File: config.mk
export PLATFORM = sky130hd
export DESIGN_NAME = btn_control_unit
export DESIGN_NICKNAME = d
export VERILOG_FILES = /design/src/rtl/ctrl_pkg.sv /design/src/rtl/btn_debounce.sv /design/src/rtl/btn_control_unit.sv
export SDC_FILE = /design/constraint.sdc
export NUM_CORES = 1
export LEC_CHECK = 0
export ABC_AREA = 1
export BUFFER_PORTS_ARGS = -buffer_cell sky130_fd_sc_hd__buf_2
export CAP_MARGIN = 20
export CORE_ASPECT_RATIO = 0.6
export CORE_MARGIN = 1.5
export CORE_UTILIZATION = 55
export CTS_CLUSTER_SIZE = 28
export DETAILED_ROUTE_END_ITERATION = 16
export MAX_ROUTING_LAYER = met4
export PLACE_DENSITY = 0.8
export SLEW_MARGIN = 15
export SYNTH_ARGS = -nofsm -noshare
export SYNTH_HDL_FRONTEND = slang
export SYNTH_SLANG_ARGS = --single-unit
File: constraint.sdc
create_clock -name clk -period 1.7 [get_ports clk]
set_input_delay 0.17 -clock clk [delete_from_list [all_inputs] [get_ports clk]]
set_output_delay 0.17 -clock clk [all_outputs]
set_load 0.005 [all_outputs]
File: src/rtl/ctrl_pkg.sv
// ctrl_pkg: shared definitions for the button control unit.
//   - state_e     : run/stop/clear FSM encoding, also driven out on o_state
//   - DEF_*       : default clock and debounce sampling rates
//   - cnt_width() : width of a counter that must hold 0..max_val
package ctrl_pkg;

  typedef enum logic [1:0] {
    ST_STOP  = 2'b00,
    ST_RUN   = 2'b01,
    ST_CLEAR = 2'b10
  } state_e;

  localparam int unsigned DEF_CLK_FREQ_HZ = 100_000_000;
  localparam int unsigned DEF_SAMPLE_HZ   = 1_000;

  function automatic int unsigned cnt_width(input int unsigned max_val);
    return (max_val < 2) ? 1 : $clog2(max_val + 1);
  endfunction

  localparam int unsigned DEF_TICK_W = cnt_width(DEF_CLK_FREQ_HZ / DEF_SAMPLE_HZ - 1);

endpackage

File: src/rtl/btn_debounce.sv
// btn_debounce: conditions one raw push-button.
//   2-flop synchronizer -> DEB_DEPTH-deep shift register clocked by tick_i
//   -> debounced level (all ones sets, all zeros clears, else hold)
//   -> one-clock rising-edge pulse.
// Ports:
//   clk, rst_n  : clock, asynchronous active-low reset
//   tick_i      : one-clock sampling strobe shared by all buttons
//   btn_i       : raw button, asynchronous to clk
//   level_o     : debounced level
//   rise_o      : one clock high when level_o goes 0 -> 1
module btn_debounce #(
  parameter int unsigned DEB_DEPTH = 8
) (
  input  logic clk,
  input  logic rst_n,
  input  logic tick_i,
  input  logic btn_i,
  output logic level_o,
  output logic rise_o
);

  logic                 sync1_q, sync2_q;
  logic [DEB_DEPTH-1:0] shift_q, shift_d;
  logic                 level_q, level_d;
  logic                 level_d1_q;

  // The level is judged on the shift register's next value so it moves on
  // the same edge as the qualifying sample, keeping latency minimal.
  always_comb begin
    // NOTE: defaults first -- every path assigns every output, so no latch is inferred.
    shift_d = shift_q;
    level_d = level_q;
    if (tick_i) shift_d = {shift_q[DEB_DEPTH-2:0], sync2_q};
    if (&shift_d)       level_d = 1'b1;
    else if (~|shift_d) level_d = 1'b0;
  end

  always_ff @(posedge clk or negedge rst_n) begin
    // NOTE: the shift register is reset too (it is state, not storage): a button held
    // through reset must re-qualify for DEB_DEPTH ticks and then yields exactly one rise.
    if (!rst_n) begin
      sync1_q    <= 1'b0;
      sync2_q    <= 1'b0;
      shift_q    <= '0;
      level_q    <= 1'b0;
      level_d1_q <= 1'b0;
    end else begin
      // NOTE: non-blocking so every flop samples pre-edge values; this is what makes
      // sync1_q -> sync2_q a genuine two-stage synchronizer.
      sync1_q    <= btn_i;
      sync2_q    <= sync1_q;
      shift_q    <= shift_d;
      level_q    <= level_d;
      level_d1_q <= level_q;
    end
  end

  assign level_o = level_q;
  assign rise_o  = level_q & ~level_d1_q;

endmodule

File: src/rtl/btn_control_unit.sv
// btn_control_unit: control front end for the 4-digit FND up/down counter.
// Three raw buttons are debounced into rise pulses that drive a run/stop/clear
// FSM and an up/down toggle.
// Ports:
//   clk, reset          : clock, asynchronous active-low reset
//   i_btn_run/clear/mode: raw active-high buttons, asynchronous to clk
//   o_run               : 1 = counter counts (state RUN)
//   o_clear             : one-clock pulse (state CLEAR)
//   o_updown            : 0 = up, 1 = down; toggled by the mode button
//   o_state             : 00 STOP, 01 RUN, 10 CLEAR
// Build option: define BTN_LONG_PRESS_CLEAR_EN to let a run button held for
// LONG_PRESS_MS force a CLEAR (LONG_PRESS_MS*SAMPLE_HZ/1000 must be >= 1).
module btn_control_unit
  import ctrl_pkg::*;
#(
  parameter int unsigned CLK_FREQ_HZ   = DEF_CLK_FREQ_HZ,
  parameter int unsigned SAMPLE_HZ     = DEF_SAMPLE_HZ,
  parameter int unsigned DEB_DEPTH     = 8,
  parameter int unsigned LONG_PRESS_MS = 1_000
) (
  input  logic       clk,
  input  logic       reset,
  input  logic       i_btn_run,
  input  logic       i_btn_clear,
  input  logic       i_btn_mode,
  output logic       o_run,
  output logic       o_clear,
  output logic       o_updown,
  output logic [1:0] o_state
);

  localparam int unsigned       TICK_DIV = CLK_FREQ_HZ / SAMPLE_HZ;
  localparam int unsigned       TICK_W   = cnt_width(TICK_DIV - 1);
  localparam logic [TICK_W-1:0] TICK_MAX = TICK_W'(TICK_DIV - 1);

  logic [TICK_W-1:0] tick_cnt_q;
  logic              tick;
  logic              run_rise, clear_rise, mode_rise;
  logic              long_press;
  state_e            state_q;
  logic              updown_q;

  // Shared sampling strobe: one clock high every TICK_DIV clocks.
  assign tick = (tick_cnt_q == TICK_MAX);

  always_ff @(posedge clk or negedge reset) begin
    if (!reset)    tick_cnt_q <= '0;
    else if (tick) tick_cnt_q <= '0;
    else           tick_cnt_q <= tick_cnt_q + TICK_W'(1);
  end

`ifdef BTN_LONG_PRESS_CLEAR_EN
  logic run_level;
`endif

  btn_debounce #(.DEB_DEPTH(DEB_DEPTH)) u_deb_run (
    .clk    (clk),
    .rst_n  (reset),
    .tick_i (tick),
    .btn_i  (i_btn_run),
`ifdef BTN_LONG_PRESS_CLEAR_EN
    .level_o(run_level),
`else
    .level_o(),
`endif
    .rise_o (run_rise)
  );

  btn_debounce #(.DEB_DEPTH(DEB_DEPTH)) u_deb_clear (
    .clk    (clk),
    .rst_n  (reset),
    .tick_i (tick),
    .btn_i  (i_btn_clear),
    .level_o(),
    .rise_o (clear_rise)
  );

  btn_debounce #(.DEB_DEPTH(DEB_DEPTH)) u_deb_mode (
    .clk    (clk),
    .rst_n  (reset),
    .tick_i (tick),
    .btn_i  (i_btn_mode),
    .level_o(),
    .rise_o (mode_rise)
  );

`ifdef BTN_LONG_PRESS_CLEAR_EN
  localparam int unsigned     LP_TICKS = LONG_PRESS_MS * SAMPLE_HZ / 1000;
  localparam int unsigned     LP_W     = cnt_width(LP_TICKS);
  localparam logic [LP_W-1:0] LP_MAX   = LP_W'(LP_TICKS);

  logic [LP_W-1:0] hold_q;
  logic            long_q;

  // Hold counter saturates at LP_MAX, so the event fires once per press;
  // releasing the button (debounced) rearms it.
  always_ff @(posedge clk or negedge reset) begin
    if (!reset) begin
      hold_q <= '0;
      long_q <= 1'b0;
    end else begin
      long_q <= 1'b0;
      if (!run_level) begin
        hold_q <= '0;
      end else if (tick && hold_q != LP_MAX) begin
        hold_q <= hold_q + LP_W'(1);
        if (hold_q == LP_W'(LP_TICKS - 1)) long_q <= 1'b1;
      end
    end
  end

  assign long_press = long_q;
`else
  assign long_press = 1'b0;
`endif

  // Run/stop/clear FSM. Clear beats run in STOP; in RUN only run (or a long
  // press) acts; CLEAR always lasts exactly one clock.
  always_ff @(posedge clk or negedge reset) begin
    if (!reset) begin
      state_q <= ST_STOP;
    end else begin
      case (state_q)
        ST_STOP: begin
          if (clear_rise || long_press) state_q <= ST_CLEAR;
          else if (run_rise)            state_q <= ST_RUN;
        end
        ST_RUN: begin
          if (long_press)    state_q <= ST_CLEAR;
          else if (run_rise) state_q <= ST_STOP;
        end
        default: state_q <= ST_STOP;
      endcase
    end
  end

  // Direction toggle runs beside the FSM and is never blocked by it.
  always_ff @(posedge clk or negedge reset) begin
    if (!reset)         updown_q <= 1'b0;
    else if (mode_rise) updown_q <= ~updown_q;
  end

  assign o_run    = (state_q == ST_RUN);
  assign o_clear  = (state_q == ST_CLEAR);
  assign o_updown = updown_q;
  assign o_state  = state_q;

endmodule

==> flow_metrics.env, run 1 <==
export IMPL_status="finished, violations left"
export IMPL_violations="negative setup slack"
export IMPL_fin_nets=391
export IMPL_antenna_left=0
export IMPL_wl_per_cell_um=12.3
export IMPL_power_density_nw_per_um2=628
export IMPL_gr_total_overflow=0
export IMPL_total_power_mw=2.12
export IMPL_top_usage_layer="met2"
export IMPL_worstPathRequired_ps=1900
export IMPL_rsz0062_at_grt="true"
export IMPL_tns_ps=-468
export IMPL_via_per_inst=4.89
export IMPL_hold_viol=0
export IMPL_cts_tree="yes"
export IMPL_grt_use_met2=0.343
export IMPL_fp_dieH_um=58.2
export IMPL_postPlaceCellArea_sq_um=3010
export IMPL_seq_area_frac_synth=0.501
export IMPL_yosysWarnings=0
export IMPL_p_leak_nw=1.86
export IMPL_yosys_cell_types_count=23
export IMPL_setup_ws_ps=-128
export IMPL_fin_skew_ps=4.10
export IMPL_syn_cell_area_sq_um=2800
export IMPL_hold_depth=0
export IMPL_track_usage=0.221
export IMPL_syn_avg_cell_area_sq_um=8.10
export IMPL_drt_iter0_drc=76
export IMPL_portBuffers=9
export IMPL_slew_limit_headroom=0.798
export IMPL_post_route_period_util=1.08
export IMPL_whs_ps=356
export IMPL_grt_pass1_vias=2072
export IMPL_core_sq_um=4730
export IMPL_clock_root_buffer="clkbuf_8"
export IMPL_slew_viol_final=0
export IMPL_fmax_mhz=547
export IMPL_syn_inst=345
export IMPL_clkTransAtPathRegs_ps=90
export IMPL_route_detailed_drc=0
export IMPL_grt_pass1_wl_mm=9.01
export IMPL_detailed_place_hpwl_mm=3.51
export IMPL_crit_fanout=6
export IMPL_dieWidth_um=95.0
export IMPL_endpoint_kind="flop"
export IMPL_grt_max_degree=57
export IMPL_htree_levels=2
export IMPL_slowest_delay_ps=400
export IMPL_critPathMostFrequentCell="nand2_1"
export IMPL_insertedDiodeCount=0
export IMPL_hp_class="flop to flop"
export IMPL_insertion_delay_ps=300
export IMPL_worstMarginPinSlew_ps=302
export IMPL_dieArea_sq_um=5530
export IMPL_crit_slowest_cell="dfrtp_1"
export IMPL_clock_path_buffers=2
export IMPL_r2r_cells=13
export IMPL_fin_area_sq_um=3380
export IMPL_met3_usage=0.0472
export IMPL_wl_mm=5.53
export IMPL_setup_viol=7
export IMPL_areaGrowthSynthToFinish_pct=20.9
export IMPL_crit_path_start_kind="flop"
export IMPL_gp_congestion=0.798
export IMPL_critical_path_class="flop to flop"
export IMPL_max_cap_violations=0
export IMPL_vias=2190
export IMPL_rows=19
export IMPL_cts_num_sinks=56
export IMPL_peakVddDrop_mv=0.482
export IMPL_start_util=0.591
export IMPL_syn_num_nets=351
export IMPL_antenna_found_initial=0
export IMPL_layout_drive_gt1_share=0.348
export IMPL_cp_cell_sequence="ha_4 > nand3_4 > inv_4 > nand2_4 > nor2_4 > buf_6 > nand3_2 > nand2_2 > nand2_2 > nor2_2 > nand2_1 > nand2_1 > nand2_1"
export IMPL_numCtsBuffers=5
export IMPL_cp_arrival_ps=2030
export IMPL_drt_pass1_iter_count=4
export IMPL_ys_seq_elements=56
export IMPL_fin_crit_ps=1830
export IMPL_use_met1=0.306
export IMPL_ioPinCount=10
routing by layer:
layer,vias to the layer above,routed length (um)
met5,-,0
met4,0,44
met3,6,197
met2,33,2630
met1,1053,2650
li1,1098,-
logic make-up (layout without fill, tap and decap cells):
family          count (synthesis)  in the layout  synth area share
xor+xnor                        8              8            0.0251
compound gates                 10             10            0.0179
buf+inv                        84            124             0.125
simple gates                  186            186             0.326
fa+ha+maj                       1              1           0.00448
flops                          56             56             0.501
where the power goes:
part / leakage [nW] / switching [mW] / internal (mW) / total (mW)
registers: 0.754 / 0.00176 / 1.34 / 1.34
clock network: 0.0473 / 0.416 / 0.326 / 0.742
logic: 1.06 / 0.0273 / 0.0150 / 0.0423
worst max-delay path, delay by kind of cell (launching register included):
| kind | cells | cell delay [ps] |
|---|---|---|
| AND/OR/NAND/NOR | 10 | 900 |
| flip-flops | 1 | 400 |
| buffers and inverters | 2 | 270 |
| adder cells (fa/ha/maj) | 1 | 170 |
sequential cells by signal, indices dropped and copies added, names as in the netlist, 2 cells and up:
signal,cells
tick_cnt_q,17
u_deb_clear.shift_q,8
u_deb_mode.shift_q,8
u_deb_run.shift_q,8
o_state,2
Yosys cell counts, drive strengths merged:
cell	instances	area [sq um]
nor2	34	153
inv	78	293
a21oi	4	20.0
nand3	33	198
o21ai	6	30.0
nor4	1	6.26
buf	6	57.6
ha	1	12.5
xnor2	2	17.5
nand2	110	495
nand3b	3	22.5
dfrtp	56	1400
xor2	6	52.6
nor3	5	36.3
final timing paths:
kind,slack (ps),endpoint,start
worst max-delay path,-130,u_deb_run.level_o,tick_cnt_q[0]
worst min-delay path,360,u_deb_mode.sync2_q,u_deb_mode.sync1_q
worst max register to register,-130,u_deb_run.level_o,tick_cnt_q[0]
worst min register to register,360,u_deb_mode.sync2_q,u_deb_mode.sync1_q
max in group asynchronous,1070,u_deb_run.shift_q[4],reset
min in group asynchronous,380,u_deb_run.sync1_q,reset
final cells by class:
cell class              count  area [sq um]
flip-flops and latches     56          1400
multi-input cells         205          1180
repair buffers             39           333
clock buffers               6          82.6
fillers                   373          1350
well taps                  63          78.8
inverters                  78           295
clock inverters             1          8.76
repair_timing:
action	in CTS	in global routing
cloned	2	0
hold buffers	4	0
pin swaps	7	31
setup endpoints to repair	5	9
resized for setup	11	33
hold endpoints to repair	59	0
buffers inserted	3	6
through the flow:
step	cells	setup slack, ps	utilization
final	448	-128	0.715
after global routing	448	-266	0.715
after CTS	442	-82.6	0.680
after floorplan	345	74.2	-
after detailed placement	426	-80.5	0.637
after global placement	426	-5.31	0.637
layout by cell type, fill, tap and decap left out:
| master | instances |
|---|---|
| o21ai_2 | 1 |
| nand2_4 | 1 |
| dfrtp_1 | 56 |
| xor2_1 | 6 |
| inv_4 | 1 |
| nand3b_1 | 3 |
| nor3_2 | 3 |
| buf_4 | 19 |
| nor4_1 | 1 |
| o21ai_0 | 1 |
| nor2_2 | 4 |
| buf_2 | 9 |
| nand3_4 | 3 |
| buf_12 | 3 |
| inv_2 | 21 |
| nor3_1 | 1 |
| ha_4 | 1 |
| nand3_2 | 8 |
| nor2_1 | 24 |
| a21oi_2 | 1 |
| o21ai_1 | 4 |
| dlygate4sd3_1 | 4 |
| buf_6 | 4 |
| nand2_1 | 68 |
| nor2_4 | 6 |
| nand3_1 | 22 |
| xnor2_1 | 2 |
| nor3_4 | 1 |
| clkinv_4 | 1 |
| nand2_2 | 41 |
| inv_1 | 56 |
| clkbuf_8 | 6 |
| a21oi_1 | 3 |
Power figures use the tool's default switching activity.
==> run 2: changes to the inputs <==
CELL_PAD_IN_SITES_DETAIL_PLACEMENT = 1   (was not set)
CELL_PAD_IN_SITES_GLOBAL_PLACEMENT = 2   (was not set)
CORE_UTILIZATION = 34   (was 55)
PLACE_DENSITY = 0.81   (was 0.8)
==> flow_metrics.env, run 2 (same netlist as run 1, synthesis figures left out) <==
export IMPL_fin_area_sq_um=3590
export IMPL_hp_class="flop to flop"
export IMPL_fin_skew_ps=4.79
export IMPL_rsz0062_at_grt="true"
export IMPL_cp_arrival_ps=1970
export IMPL_regMostFlops="tick_cnt_q"
export IMPL_post_route_period_util=1.05
export IMPL_critPathMostFrequentCell="nand2_1"
export IMPL_regArea_sq_um=1400
export IMPL_dieArea_sq_um=8790
export IMPL_crit_family="simple AND/OR/NAND/NOR gates"
export IMPL_largest_reg_flops=17
export IMPL_antenna_found_initial=0
export IMPL_hold_viol=0
export IMPL_postPlaceCellArea_sq_um=3110
export IMPL_p_leak_nw=1.97
export IMPL_vias=2134
export IMPL_dpl_worst_slack_ps=-73.8
export IMPL_hold_depth=0
export IMPL_cp_buffers_inverters=3
export IMPL_worstMarginPinSlew_ps=305
export IMPL_slew_viol_final=0
export IMPL_core_sq_um=7910
export IMPL_slowest_delay_ps=400
export IMPL_critical_path_class="flop to flop"
export IMPL_ioPinCount=10
export IMPL_fp_dieH_um=73.2
export IMPL_r2r_cells=14
export IMPL_via_per_inst=4.28
export IMPL_status="finished, violations left"
export IMPL_setup_ws_ps=-82.8
export IMPL_peakVddDrop_mv=0.574
export IMPL_multi_input_area_sq_um=1190
export IMPL_htree_levels=2
export IMPL_final_util=0.454
export IMPL_cp_cell_sequence="ha_4 > nand3_4 > inv_4 > nand2_4 > nor2_4 > buf_6 > clkbuf_16 > nand3b_1 > nand2_2 > nand2_2 > nor2_1 > nand2_1 > nand2_1 > nand2_1"
export IMPL_violations="negative setup slack"
export IMPL_worstPathRequired_ps=1880
export IMPL_grt_pass1_vias=2237
export IMPL_mostFrequentLayoutCells="nand2_1 (69), dfrtp_1 (56), inv_1 (55)"
export IMPL_nFillCells=951
export IMPL_met3_usage=0.0375
export IMPL_crit_slowest_cell="dfrtp_1"
export IMPL_r2r_setup_slack_ps=-80
export IMPL_insertion_delay_ps=290
export IMPL_drt_pass1_iter_count=4
export IMPL_rows=25
export IMPL_route_detailed_drc=0
export IMPL_layout_drive_gt1_share=0.368
export IMPL_antenna_left=0
export IMPL_grt_use_met2=0.236
export IMPL_dieWidth_um=120
export IMPL_clock_path_buffers=2
export IMPL_grt_pass1_wl_mm=10.6
export IMPL_crit_fanout=6
export IMPL_detailed_place_hpwl_mm=4.23
export IMPL_gp_congestion=0.769
export IMPL_crit_cells=14
export IMPL_clock_root_buffer="clkbuf_16"
export IMPL_grt_max_degree=57
export IMPL_fin_nets=398
export IMPL_insertedDiodeCount=0
export IMPL_start_util=0.353
export IMPL_wl_mm=6.12
export IMPL_wl_per_cell_um=12.3
export IMPL_gr_total_overflow=0
export IMPL_final_common_cell="nand2_1"
export IMPL_clkTransAtPathRegs_ps=70
export IMPL_crit_path_start_kind="flop"
export IMPL_track_usage=0.159
export IMPL_placed_cells=475
export IMPL_numCtsBuffers=5
export IMPL_max_cap_violations=0
export IMPL_fin_crit_ps=1780
export IMPL_use_met1=0.225
export IMPL_slew_limit_headroom=0.797
export IMPL_top_usage_layer="met2"
export IMPL_final_cells=499
export IMPL_cts_tree="yes"
export IMPL_power_density_nw_per_um2=696
export IMPL_endpoint_kind="flop"
export IMPL_cts_num_sinks=56
export IMPL_fmax_mhz=561
export IMPL_setup_viol=7
export IMPL_areaGrowthSynthToFinish_pct=28.4
export IMPL_drt_iter0_drc=65
export IMPL_portBuffers=9
## run 2: worst register-to-register path, cell delays in order (launching register included)
cell	delay (ps)
dfrtp_1	400
ha_4	170
nand3_4	100
inv_4	90
nand2_4	60
nor2_4	110
buf_6	130
clkbuf_16	150
nand3b_1	90
nand2_2	100
nand2_2	50
nor2_1	100
nand2_1	60
nand2_1	50
nand2_1	40
## run 2: per-stage QoR
| stage | setup TNS [ps] | hold slack, ps | power, mW |
|---|---|---|---|
| floorplan | 0 | -126 | 1.37 |
| global placement | 0 | 197 | 1.41 |
| detailed placement | -326 | 200 | 1.41 |
| CTS | -275 | 355 | 2.55 |
| global route | -1370 | 356 | 2.59 |
| finish | -242 | 352 | 2.50 |
## run 2: layout make-up
type,instances,area share
clock buffers,5,0.0349
well taps,108,0.0376
repair buffers,46,0.114
flip-flops and latches,56,0.390
clock inverters,1,0.00837
inverters,78,0.0823
multi-input cells,205,0.333
## run 2: repair_timing
item	4_1_cts	5_1_grt
gates resized for setup	11	34
hold buffers	4	0
endpoints found under the setup margin	6	12
gates cloned	1	1
buffers inserted	7	6
pin swaps	8	25
endpoints found under the hold margin	59	0
## run 2: power breakdown
group          total [mW]  internal, mW  leakage (nW)  switching, mW
clock network        1.11         0.679        0.0757          0.435
registers            1.34          1.34         0.754        0.00190
logic              0.0432        0.0150          1.14         0.0282
## run 2: per-layer routing
metal  vias up  wire, um
met5         -         0
met2        16      2650
met1      1005      3270
met3         5       165
li1       1108         -
met4         0        33
## run 2: worst paths after layout
kind / start / endpoint
max: tick_cnt_q[0] / u_deb_clear.level_o
min: u_deb_mode.sync1_q / u_deb_mode.sync2_q
max reg2reg: tick_cnt_q[0] / u_deb_clear.level_o
min reg2reg: u_deb_mode.sync1_q / u_deb_mode.sync2_q
max in group asynchronous: reset / u_deb_run.shift_q[3]
min in group asynchronous: reset / tick_cnt_q[11]
